**src/rtl/wave_plot_pkg.sv**
```systemverilog
// Shared types, colours and timing helpers for the wave plot video source
// and other video sources built on video_timing_gen.
package wave_plot_pkg;

   typedef struct packed {
      logic [7:0] r;
      logic [7:0] g;
      logic [7:0] b;
   } rgb_t;

   localparam rgb_t BG_COLOUR   = 24'heeeeee;
   localparam rgb_t GRID_COLOUR = 24'hbbbbbb;

   // One colour per channel lane; up to eight channels.
   localparam rgb_t PALETTE [8] = '{
      24'hd62728, 24'h1f77b4, 24'h2ca02c, 24'hff7f0e,
      24'h9467bd, 24'h8c564b, 24'he377c2, 24'h17becf
   };

   // Total pixels per line or lines per frame.
   function automatic int unsigned timing_total(input int unsigned sync_w,
                                                input int unsigned back_w,
                                                input int unsigned active_w,
                                                input int unsigned front_w);
      return sync_w + back_w + active_w + front_w;
   endfunction

   // First counter value of the active region.
   function automatic int unsigned timing_start(input int unsigned sync_w,
                                                input int unsigned back_w);
      return sync_w + back_w;
   endfunction

endpackage

```
**src/rtl/wave_plot_generator_video_timing_gen.sv**
```systemverilog
// video_timing_gen: free-running horizontal/vertical counters with
// combinational sync, data-enable, active coordinates and frame-start strobe.
// Ports:
//   clock, reset      pixel clock, synchronous active-high reset
//   hsync_c, vsync_c  active-high syncs for the current counter value
//   de_c              inside active pixels and active lines
//   v_active_c        inside active lines (any h)
//   frame_start_c     h == 0 && v == 0
//   x_c, y_c          counters minus sync+back porch (valid while de_c)
module video_timing_gen
   import wave_plot_pkg::*;
#(
   parameter int unsigned HSYNC   = 40,
   parameter int unsigned HBACK   = 220,
   parameter int unsigned HACTIVE = 1280,
   parameter int unsigned HFRONT  = 110,
   parameter int unsigned VSYNC   = 5,
   parameter int unsigned VBACK   = 20,
   parameter int unsigned VACTIVE = 720,
   parameter int unsigned VFRONT  = 5,
   parameter int unsigned HW      = $clog2(timing_total(HSYNC, HBACK, HACTIVE, HFRONT) + 1),
   parameter int unsigned VW      = $clog2(timing_total(VSYNC, VBACK, VACTIVE, VFRONT) + 1)
) (
   input  logic          clock,
   input  logic          reset,
   output logic          hsync_c,
   output logic          vsync_c,
   output logic          de_c,
   output logic          v_active_c,
   output logic          frame_start_c,
   output logic [HW-1:0] x_c,
   output logic [VW-1:0] y_c
);

   localparam int unsigned HTOTAL = timing_total(HSYNC, HBACK, HACTIVE, HFRONT);
   localparam int unsigned VTOTAL = timing_total(VSYNC, VBACK, VACTIVE, VFRONT);
   localparam int unsigned HSTART = timing_start(HSYNC, HBACK);
   localparam int unsigned VSTART = timing_start(VSYNC, VBACK);

   logic [HW-1:0] h_q, h_d;
   logic [VW-1:0] v_q, v_d;
   logic          h_active;

   // Counter advance: v steps when h wraps.
   always_comb begin
      h_d = h_q + HW'(1);
      v_d = v_q;
      if (h_q == HW'(HTOTAL - 1)) begin
         h_d = '0;
         v_d = (v_q == VW'(VTOTAL - 1)) ? '0 : v_q + VW'(1);
      end
   end

   always_ff @(posedge clock) begin
      if (reset) begin
         h_q <= '0;
         v_q <= '0;
      end else begin
         h_q <= h_d;
         v_q <= v_d;
      end
   end

   // Region decode of the current counter value.
   always_comb begin
      h_active      = (h_q >= HW'(HSTART)) && (h_q < HW'(HSTART + HACTIVE));
      v_active_c    = (v_q >= VW'(VSTART)) && (v_q < VW'(VSTART + VACTIVE));
      hsync_c       = h_q < HW'(HSYNC);
      vsync_c       = v_q < VW'(VSYNC);
      de_c          = h_active && v_active_c;
      frame_start_c = (h_q == '0) && (v_q == '0);
      x_c           = h_q - HW'(HSTART);
      y_c           = v_q - VW'(VSTART);
   end

endmodule

```
**src/rtl/wave_plot_generator.sv**
```systemverilog
// wave_plot_generator: scrolling logic-analyser video source. Samples enter a
// DEPTH-entry circular buffer over valid/ready (vertical blanking only); each
// sample is drawn as one COL_W-pixel column, each channel as a square wave in
// its own ROW_H-pixel lane. Video outputs lag the timing counters by 2 clocks.
// Optional feature: define WAVE_PLOT_GRID_EN to draw a background grid.
// Ports:
//   clock, reset                 pixel clock, synchronous active-high reset
//   sample_valid, sample_data    incoming sample, one bit per channel
//   sample_ready                 sample accepted when valid && ready
//   freeze                       hold display, refuse samples
//   video_data                   RGB888, 0 outside de
//   video_de/hsync/vsync         active-high, registered
module wave_plot_generator
   import wave_plot_pkg::*;
#(
   parameter int unsigned HSYNC    = 40,
   parameter int unsigned HBACK    = 220,
   parameter int unsigned HACTIVE  = 1280,
   parameter int unsigned HFRONT   = 110,
   parameter int unsigned VSYNC    = 5,
   parameter int unsigned VBACK    = 20,
   parameter int unsigned VACTIVE  = 720,
   parameter int unsigned VFRONT   = 5,
   parameter int unsigned CHANNELS = 4,
   parameter int unsigned DEPTH    = 256,
   parameter int unsigned COL_W    = 4,
   parameter int unsigned ROW_H    = 64,
   parameter int unsigned TOP      = 100,
   parameter int unsigned HIGH_OFF = 8,
   parameter int unsigned LOW_OFF  = 48
) (
   input  logic                clock,
   input  logic                reset,
   input  logic                sample_valid,
   input  logic [CHANNELS-1:0] sample_data,
   output logic                sample_ready,
   input  logic                freeze,
   output logic [23:0]         video_data,
   output logic                video_de,
   output logic                video_hsync,
   output logic                video_vsync
);

   localparam int unsigned HW       = $clog2(timing_total(HSYNC, HBACK, HACTIVE, HFRONT) + 1);
   localparam int unsigned VW       = $clog2(timing_total(VSYNC, VBACK, VACTIVE, VFRONT) + 1);
   localparam int unsigned AW       = $clog2(DEPTH);
   localparam int unsigned AW1      = AW + 1;
   localparam int unsigned FW       = $clog2(DEPTH + 1);
   localparam int unsigned CSH      = $clog2(COL_W);
   localparam int unsigned RSH      = $clog2(ROW_H);
   localparam int unsigned LYW      = RSH;
   localparam int unsigned PLOT_W   = DEPTH * COL_W;
   localparam int unsigned PLOT_BOT = TOP + CHANNELS * ROW_H;

   // Parameter sanity checks at elaboration.
   if (DEPTH * COL_W > HACTIVE) begin : g_err_plot_w
      $error("wave_plot_generator: DEPTH*COL_W exceeds HACTIVE");
   end
   if (TOP + CHANNELS * ROW_H > VACTIVE) begin : g_err_plot_h
      $error("wave_plot_generator: lanes extend past VACTIVE");
   end
   if (COL_W == 0 || (COL_W & (COL_W - 1)) != 0) begin : g_err_col_w
      $error("wave_plot_generator: COL_W must be a power of two");
   end
   if (ROW_H < 2 || (ROW_H & (ROW_H - 1)) != 0) begin : g_err_row_h
      $error("wave_plot_generator: ROW_H must be a power of two");
   end
   if (CHANNELS == 0 || CHANNELS > 8) begin : g_err_chan
      $error("wave_plot_generator: CHANNELS must be 1..8");
   end
   if (!(HIGH_OFF < LOW_OFF && LOW_OFF < ROW_H)) begin : g_err_offs
      $error("wave_plot_generator: need HIGH_OFF < LOW_OFF < ROW_H");
   end
   if (DEPTH < 2) begin : g_err_depth
      $error("wave_plot_generator: DEPTH must be at least 2");
   end

   // ---------------------------------------------------------------- timing
   logic          hsync_c, vsync_c, de_c, v_active_c, frame_start_c;
   logic [HW-1:0] x_c;
   logic [VW-1:0] y_c;

   video_timing_gen #(
      .HSYNC(HSYNC), .HBACK(HBACK), .HACTIVE(HACTIVE), .HFRONT(HFRONT),
      .VSYNC(VSYNC), .VBACK(VBACK), .VACTIVE(VACTIVE), .VFRONT(VFRONT),
      .HW(HW), .VW(VW)
   ) u_timing (
      .clock        (clock),
      .reset        (reset),
      .hsync_c      (hsync_c),
      .vsync_c      (vsync_c),
      .de_c         (de_c),
      .v_active_c   (v_active_c),
      .frame_start_c(frame_start_c),
      .x_c          (x_c),
      .y_c          (y_c)
   );

   // ------------------------------------------------------ write handshake
   logic [AW-1:0] wr_ptr_q, wr_ptr_d;
   logic [FW-1:0] fill_q, fill_d;
   logic [AW-1:0] base_q, base_d;
   logic [FW-1:0] nfill_q, nfill_d;
   logic          wr_en;

   // Writes only in vertical blanking so a frame never tears.
   assign sample_ready = !reset && !freeze && !v_active_c;
   assign wr_en        = sample_valid && sample_ready;

   // Pointer/fill update and per-frame snapshot (pre-update values).
   always_comb begin
      wr_ptr_d = wr_ptr_q;
      fill_d   = fill_q;
      base_d   = base_q;
      nfill_d  = nfill_q;
      if (wr_en) begin
         wr_ptr_d = (wr_ptr_q == AW'(DEPTH - 1)) ? '0 : wr_ptr_q + AW'(1);
         if (fill_q != FW'(DEPTH)) fill_d = fill_q + FW'(1);
      end
      if (frame_start_c) begin
         base_d  = wr_ptr_q;
         nfill_d = fill_q;
      end
   end

   always_ff @(posedge clock) begin
      if (reset) begin
         wr_ptr_q <= '0;
         fill_q   <= '0;
         base_q   <= '0;
         nfill_q  <= '0;
      end else begin
         wr_ptr_q <= wr_ptr_d;
         fill_q   <= fill_d;
         base_q   <= base_d;
         nfill_q  <= nfill_d;
      end
   end

   // --------------------------------------------------------- sample RAM
   logic [CHANNELS-1:0] mem [DEPTH];
   logic [CHANNELS-1:0] rd_data_q;
   logic [AW-1:0]       rd_addr;

   always_ff @(posedge clock) begin
      if (wr_en) mem[wr_ptr_q] <= sample_data;
      rd_data_q <= mem[rd_addr];
   end

   // ------------------------------------- stage 1: address and lane decode
   int unsigned    col_i;
   logic [AW:0]    addr_sum;
   logic           de1_q, de1_d, hs1_q, hs1_d, vs1_q, vs1_d;
   logic           plot1_q, plot1_d, cval1_q, cval1_d, pval1_q, pval1_d;
   logic           first1_q, first1_d, last1_q, last1_d;
   logic [2:0]     lane1_q, lane1_d;
   logic [LYW-1:0] ly1_q, ly1_d;
`ifdef WAVE_PLOT_GRID_EN
   logic           grid1_q, grid1_d;
`endif

   always_comb begin
      col_i    = 32'(x_c) >> CSH;
      // Oldest sample sits at base, so column c maps to (base + c) mod DEPTH.
      addr_sum = AW1'(base_q) + AW1'(col_i);
      if (addr_sum >= AW1'(DEPTH)) addr_sum = addr_sum - AW1'(DEPTH);
      rd_addr  = AW'(addr_sum);

      de1_d    = de_c;
      hs1_d    = hsync_c;
      vs1_d    = vsync_c;
      plot1_d  = de_c && (32'(x_c) < PLOT_W) &&
                 (32'(y_c) >= TOP) && (32'(y_c) < PLOT_BOT);
      lane1_d  = 3'((32'(y_c) - TOP) >> RSH);
      ly1_d    = LYW'(32'(y_c) - TOP);
      // Newest nfill columns are right-aligned: valid iff c >= DEPTH - nfill.
      cval1_d  = (col_i + 32'(nfill_q)) >= DEPTH;
      pval1_d  = (col_i != 0) && ((col_i - 1 + 32'(nfill_q)) >= DEPTH);
      first1_d = (32'(x_c) & (COL_W - 1)) == 0;
      last1_d  = (32'(x_c) & (COL_W - 1)) == (COL_W - 1);
`ifdef WAVE_PLOT_GRID_EN
      grid1_d  = ((32'(x_c) & (16 * COL_W - 1)) == 0) || (ly1_d == '0);
`endif
   end

   always_ff @(posedge clock) begin
      if (reset) begin
         de1_q    <= 1'b0;
         hs1_q    <= 1'b0;
         vs1_q    <= 1'b0;
         plot1_q  <= 1'b0;
         cval1_q  <= 1'b0;
         pval1_q  <= 1'b0;
         first1_q <= 1'b0;
         last1_q  <= 1'b0;
         lane1_q  <= '0;
         ly1_q    <= '0;
`ifdef WAVE_PLOT_GRID_EN
         grid1_q  <= 1'b0;
`endif
      end else begin
         de1_q    <= de1_d;
         hs1_q    <= hs1_d;
         vs1_q    <= vs1_d;
         plot1_q  <= plot1_d;
         cval1_q  <= cval1_d;
         pval1_q  <= pval1_d;
         first1_q <= first1_d;
         last1_q  <= last1_d;
         lane1_q  <= lane1_d;
         ly1_q    <= ly1_d;
`ifdef WAVE_PLOT_GRID_EN
         grid1_q  <= grid1_d;
`endif
      end
   end

   // --------------------------------------------- stage 2: pixel select
   logic [CHANNELS-1:0] prev_q, prev_d;
   logic [7:0]          cur_bits, prev_bits;
   logic                cur_b, prev_b;
   rgb_t                lane_colour, pix;
   logic [23:0]         video_data_q, video_data_d;
   logic                video_de_q, video_hsync_q, video_vsync_q;

   always_comb begin
      cur_bits    = 8'(rd_data_q);
      prev_bits   = 8'(prev_q);
      cur_b       = cur_bits[lane1_q];
      prev_b      = prev_bits[lane1_q];
      lane_colour = PALETTE[lane1_q];
      pix         = BG_COLOUR;
`ifdef WAVE_PLOT_GRID_EN
      if (plot1_q && grid1_q) pix = GRID_COLOUR;
`endif
      if (plot1_q && cval1_q) begin
         if (first1_q && pval1_q && (cur_b != prev_b) &&
             (ly1_q >= LYW'(HIGH_OFF)) && (ly1_q <= LYW'(LOW_OFF))) begin
            pix = lane_colour;
         end else if (ly1_q == (cur_b ? LYW'(HIGH_OFF) : LYW'(LOW_OFF))) begin
            pix = lane_colour;
         end
      end
      video_data_d = de1_q ? pix : 24'h0;
      // Columns are scanned left to right, so the previous column's bits are
      // captured on its last pixel and used for the edge at the next column.
      prev_d       = last1_q ? rd_data_q : prev_q;
   end

   always_ff @(posedge clock) begin
      if (reset) begin
         video_data_q  <= '0;
         video_de_q    <= 1'b0;
         video_hsync_q <= 1'b0;
         video_vsync_q <= 1'b0;
         prev_q        <= '0;
      end else begin
         video_data_q  <= video_data_d;
         video_de_q    <= de1_q;
         video_hsync_q <= hs1_q;
         video_vsync_q <= vs1_q;
         prev_q        <= prev_d;
      end
   end

   assign video_data  = video_data_q;
   assign video_de    = video_de_q;
   assign video_hsync = video_hsync_q;
   assign video_vsync = video_vsync_q;

endmodule

```
**config.mk**
```make
export PLATFORM = sky130hd
export DESIGN_NAME = wave_plot_generator
export DESIGN_NICKNAME = d
export VERILOG_FILES = /design/src/rtl/wave_plot_pkg.sv /design/src/rtl/wave_plot_generator_video_timing_gen.sv /design/src/rtl/wave_plot_generator.sv
export SDC_FILE = /design/constraint.sdc
export NUM_CORES = 1
export LEC_CHECK = 0
export ABC_CLOCK_PERIOD_IN_PS = 4300
export CAP_MARGIN = 10
export CORE_MARGIN = 2
export CORE_UTILIZATION = 40
export DETAILED_ROUTE_END_ITERATION = 16
export GPL_ROUTABILITY_DRIVEN = 0
export SYNTH_ARGS = -nofsm -noshare
export SYNTH_HDL_FRONTEND = slang
export SYNTH_SLANG_ARGS = --single-unit
```
**constraint.sdc**
```tcl
create_clock -name clock -period 4.3 [get_ports clock]
set_clock_uncertainty 0.15 [all_clocks]
set_input_delay 1.075 -clock clock [delete_from_list [all_inputs] [get_ports clock]]
set_output_delay 1.075 -clock clock [all_outputs]
set_load 0.1 [all_outputs]
```
==> results.yml, run 1 <==
floorplanning:
  start_util: 0.403
  core_mm2: 0.114
  fp.dieW_um: 343
  dieArea_mm2: 0.118
  die_y_um: 343
  core.rowCount: 124
  io_pins: 36
worst_setup_path:
  crit_type: "flop to flop"
  rr_worst_depth: 11
  cp.required_ns: 4.71
  crit_path_end: "rd_data_q[1]"
  end_kind: "flop"
  crit_start: "u_timing.h_q[2]"
  r2r-start: "u_timing.h_q[2]"
  crit_arrival_ns: 4.55
  r2r_end: "rd_data_q[1]"
  r2r_slack_ns: 0.16
  cp-start-kind: "flop"
  critPathMaxFanout: 37
power_and_ir_drop:
  ir_worst_vdd_v: 0.000328
  leakage_nw: 16.6
  internal-power_mw: 18.6
  seq_power_share: 0.509
  p_clk_frac: 0.411
  combPwrFrac: 0.080
  p_per_area_mw_per_mm2: 451
  power.switching_mw: 5.10
  sw_frac_of_total: 0.215
timing:
  fin_crit_sh: 0.962
  drv_slew: 0
  min_period_ns: 4.14
  setup_violations: 0
  max_freq_mhz: 242
  worst_pin_slew_ns: 1.06
  hold_slack_ns: 0.309
  setup_tns_ns: 0
  hold_viol_final: 0
  setup_slack_ns: 0.162
  slew_headroom: 0.291
  rsz0062_at_grt: "false"
clocking:
  clock_path_buffers: 3
  holdBufCountCts: 0
  htree_levels: 3
  cts_num_sinks: 1130
  clock_latency_ns: 0.70
  root_buffer: "clkbuf_16"
  cts_buffers: 113
  clk_pin_slew_ns: 0.06
  cts_tree: "built"
route:
  vias: 22578
  drt-met1-wl_um: 42200
  ant_nets: 0
  drcViolationCount: 0
  wire_per_inst_um: 24.6
  drtPass1Iterations: 5
  drt-total-wl_um: 102000
  first_iter_violations: 2077
  met2WireLength_um: 51100
  viasPerCell: 5.43
  dr_wl_met3_um: 6110
  highest_layer: "met5"
synthesis:
  synth_compound_area_frac: 0.0130
  ys.warnings.count: 0
  syn_inst: 2457
  synth_area_mm2: 0.0460
  synth_enable_flop_cells: 1024
  synthSimpleGateAreaFrac: 0.0513
  synth.avg_cell_area_um2: 18.7
  ys_ff_latch: 1130
  synthXorXnorAreaFrac: 0.0146
  async_reset_ff_frac: 0
  synthMuxAreaShare: 0.173
  synth.net_count: 2517
  synthAdderAreaFrac: 0.0155
  synth_top_family_by_area: "multiplexers"
  dominantRegCellSynth: "edfxtp_1"
  ys_seq_area_frac: 0.715
  yosys.cell_types.count: 62
outcome:
  status: "finished clean"
global_route:
  grtUsageTotal: 0.176
  antenna_found_initial: 3
  grt_pass1_wl_um: 154000
  grt_pass1_vias: 23953
  grt.overflow.total: 0
  grt_start_max_net_pins: 125
cells_and_area:
  drive_gt1_frac: 0.233
  final_util: 0.459
  area_growth_pct: 13.9
  finish.net_count: 2614
  antenna_cells: 0
min_path:
  min_path_type: "flop to flop"
place:
  place_hpwl_um: 65100
  portBuffers: 35
  place_ws_ns: 0.101
run:
  cap_violations: 0
[metal layers]
layer	global-route usage	vias up
met2	0.297	682
met5	0	-
li1	-	9934
met4	0.0586	2
met1	0.232	11801
met3	0.0311	159
[cell usage in the layout, fill, tap and decap left out, types with 15 or more instances in the layout]
cell	Yosys	routed
clkbuf_1	79	24
inv_1	25	25
dfxtp_1	106	106
edfxtp_1	1024	1024
ha_1	50	49
clkbuf_16	0	117
mux2i_1	70	68
nand2_1	77	77
clkdlybuf4s50_1	0	29
nand3_1	31	31
xnor2_1	26	25
buf_12	1	35
nor2_1	328	328
mux4_2	322	322
nor3_1	15	15
a21oi_1	49	48
buf_4	7	60
clkinv_1	0	24
xor2_1	35	35
clkinv_2	0	24
[flip-flops by register name (all words and copies together) (netlist names), 3 cells and up]
register and flops:
u_timing.h_q 11, prev_q 4, lane1_q 3, base_q 8, rd_data_q 4, u_timing.v_q 10, mem 1024, wr_ptr_q 8
fill_q 9, nfill_q 9, video_data 23, ly1_q 6
[worst min path at each step]
stage / from / depth (start not counted) / to / slack (ns)
floorplan: hs1_q / 1 / video_hsync / 0.26
global placement: hs1_q / 1 / video_hsync / 0.28
detailed placement: hs1_q / 1 / video_hsync / 0.31
CTS: vs1_q / 1 / video_vsync / 0.32
global route: hs1_q / 1 / video_hsync / 0.32
finish: vs1_q / 1 / video_vsync / 0.31
[timing repair]
item,CTS,global route
hold endpoints to repair,0,0
setup buffers,0,0
resized for setup,0,4
setup endpoints to repair,0,3
[stage by stage]
| step | power, mW | cells | cell area (um^2) |
|---|---|---|---|
| final | 23.6 | 4161 | 52400 |
| after global routing | 24.4 | 4161 | 52400 |
| after CTS | 23.9 | 4161 | 52400 |
| after detailed placement | 14.2 | 3951 | 48700 |
| after global placement | 14.2 | 3951 | 48700 |
| after floorplan | 13.4 | 2457 | 46000 |
[cell type report]
class | count | area (um^2)
clock buffer | 144 | 3060
timing repair buffer | 130 | 1500
sequential | 1130 | 32900
fill | 9652 | 61800
multi-input combinational | 1153 | 12400
tap | 1512 | 1890
inverter | 26 | 97.6
clock inverter | 66 | 598
[logic make-up after synthesis]
logic type,after synthesis
fa+ha+maj,56
compound gates,101
mux,394
simple gates,534
xor+xnor,68
buf+inv,174
flops,1130
[power groups by stage]
stage          Sequential (mW)  Clock (mW)  Combinational [mW]
6_report                  12.0        9.72                1.89
3_3_place_gp              12.3           0                1.89
4_1_cts                   12.0        9.91                1.92
3_5_place_dp              12.3           0                1.92
5_1_grt                   12.0        10.3                2.01
2_1_floorplan             12.2           0                1.19
[cells in the mapped netlist (all sizes together) (2+ instances only)]
master / instances / area [um^2]
fa: 2 / 40.0
a21o: 13 / 97.6
o31ai: 2 / 15.0
mux4: 322 / 7250
clkbuf: 79 / 297
nor4b: 4 / 35.0
xor2: 37 / 339
mux2: 2 / 22.5
or4: 2 / 15.0
nor2b: 13 / 81.3
and4: 3 / 26.3
buf: 69 / 419
and2: 5 / 31.3
edfxtp: 1024 / 30700
mux2i: 70 / 701
nand3b: 3 / 22.5
nand2b: 9 / 56.3
inv: 26 / 97.6
and3: 8 / 50.1
nor2: 329 / 1240
a41oi: 2 / 17.5
nand4: 12 / 75.1
o21ai: 16 / 80.1
nor4: 3 / 33.8
nor3: 16 / 85.1
nand2: 78 / 295
a21oi: 49 / 245
nand3: 38 / 225
a211oi: 5 / 37.5
a311oi: 2 / 17.5
maj3: 4 / 46.3
o21bai: 2 / 15.0
ha: 50 / 626
or3: 5 / 31.3
xnor2: 31 / 332
nor3b: 2 / 26.3
a31oi: 5 / 31.3
dfxtp: 106 / 2120
nand4b: 3 / 26.3
[critical path: stages, from the launching register on]
cell and delay (ns):
dfxtp_1 0.36, inv_1 0.13, ha_1 0.35, fa_4 0.86, buf_12 0.19, buf_12 0.23, mux4_2 0.36, mux4_2 0.50
mux2i_1 0.38, mux2i_1 0.14, mux2i_1 0.20, mux2i_1 0.10
Power figures use the tool's default switching activity.
==> run 2: changes to the inputs <==
--- a/config.mk
+++ b/config.mk
@@ -8,9 +8,10 @@
 export ABC_CLOCK_PERIOD_IN_PS = 4300
 export CAP_MARGIN = 10
 export CORE_MARGIN = 2
-export CORE_UTILIZATION = 40
+export CORE_UTILIZATION = 50
 export DETAILED_ROUTE_END_ITERATION = 16
 export GPL_ROUTABILITY_DRIVEN = 0
+export PLACE_DENSITY = 0.66
 export SYNTH_ARGS = -nofsm -noshare
 export SYNTH_HDL_FRONTEND = slang
 export SYNTH_SLANG_ARGS = --single-unit
==> results.yml, run 2 (synthesized netlist as in run 1, its figures left out) <==
cells_and_area:
  finish.net_count: 2618
  fill_cells: 6707
  top_register: "mem"
  final_common_cell: "edfxtp_1"
  design_area_mm2: 0.0521
  drive_gt1_frac: 0.241
  final_cells: 3838
  largest_reg_flops: 1024
  final_util: 0.570
  antenna_cells: 0
  area_growth_pct: 13.2
  layout_common_cells: "edfxtp_1 (1024), nor2_1 (328), mux4_2 (322)"
outcome:
  status: "finished clean"
global_route:
  antenna_found_initial: 1
  grt_pass1_vias: 23685
  grt_start_max_net_pins: 107
  grt.overflow.total: 0
  grtUsageTotal: 0.219
  grt_pass1_wl_um: 154000
route:
  wire_per_inst_um: 26.6
  viasPerCell: 5.99
  drcViolationCount: 0
  first_iter_violations: 2615
  vias: 22980
  ant_nets: 0
  drtPass1Iterations: 8
  drt-total-wl_um: 102000
timing:
  drv_slew: 0
  setup_violations: 0
  setup_slack_ns: 0.136
  slew_headroom: 0.323
  fin_crit_sh: 0.968
  min_period_ns: 4.16
  rsz0062_at_grt: "false"
  setup_tns_ns: 0
  hold_slack_ns: 0.295
  max_freq_mhz: 240
  hold_viol_final: 0
  worst_pin_slew_ns: 1.01
worst_setup_path:
  cp.required_ns: 4.72
  r2r_slack_ns: 0.14
  crit_type: "flop to flop"
  max_stage_delay_ns: 0.89
  crit_arrival_ns: 4.58
  end_kind: "flop"
  cp_cell_sequence: "inv_1 -> buf_4 -> ha_4 -> inv_1 -> fa_4 -> buf_12 -> buf_16 -> mux4_2 -> mux4_2 -> mux2i_2 -> mux2i_1 -> mux2i_2 -> mux2i_1"
  path_buf_inv: 5
  slowest_stage: "fa_4"
  cp-start-kind: "flop"
  crit_family: "multiplexers"
  critPathMaxFanout: 31
place:
  place_area_mm2: 0.0482
  place_inst: 3630
  portBuffers: 35
  place_hpwl_um: 64800
  place_ws_ns: -0.111
clocking:
  holdBufCountCts: 0
  clk_pin_slew_ns: 0.07
  clock_path_buffers: 3
  cts_tree: "built"
  cts_num_sinks: 1130
  htree_levels: 3
  clock_latency_ns: 0.69
  root_buffer: "clkbuf_16"
  cts_buffers: 107
run:
  cap_violations: 0
power_and_ir_drop:
  leakage_nw: 16.7
  ir_worst_vdd_v: 0.000318
  p_per_area_mw_per_mm2: 456
  finalPower_mw: 23.8
min_path:
  min_path_type: "flop to flop"
floorplanning:
  dieArea_mm2: 0.0944
  core_mm2: 0.0914
  fp.dieW_um: 307
  core.rowCount: 111
  start_util: 0.503
  die_y_um: 307
  io_pins: 36
==> run 2: cell types whose count changed in the layout (fill, tap and decap cells not counted), sizes merged <==
cell and change:
clkbuf -20, clkinvlp +8, buf +7, bufinv +6, inv +4, clkinv -2
==> run 2: per-layer routing <==
layer  share of wire  global-route usage
met2            0.50               0.363
met5               0                   0
met3           0.063              0.0275
met1            0.42               0.309
met4           0.026              0.0626
==> run 2: cell type report <==
type	count	area, um^2	area share
flip-flops and latches	1130	32900	0.631
well taps	1186	1480	0.0285
inverters	26	97.6	0.00187
multi-input cells	1153	12400	0.238
clock inverters	82	928	0.0178
clock buffers	121	2770	0.0532
repair buffers	140	1540	0.0295
==> run 2: timing repair <==
action	CTS	global route
pin swaps	1	1
cloned	0	3
gates resized for setup	2	9
setup endpoints to repair	4	4
buffers inserted	1	1
==> run 2: final timing paths <==
path | endpoint | depth (start not counted) | from
min | video_hsync | 1 | hs1_q
max | rd_data_q[0] | 13 | u_timing.h_q[2]
min reg2reg | video_hsync | 1 | hs1_q
max reg2reg | rd_data_q[0] | 13 | u_timing.h_q[2]
==> run 2: power by group <==
part           leakage, nW  internal (mW)  switching, mW
logic                 4.81          0.911           1.00
registers             10.1           12.0         0.0460
clock network         1.80           5.70           4.12
total                 16.7           18.6           5.16
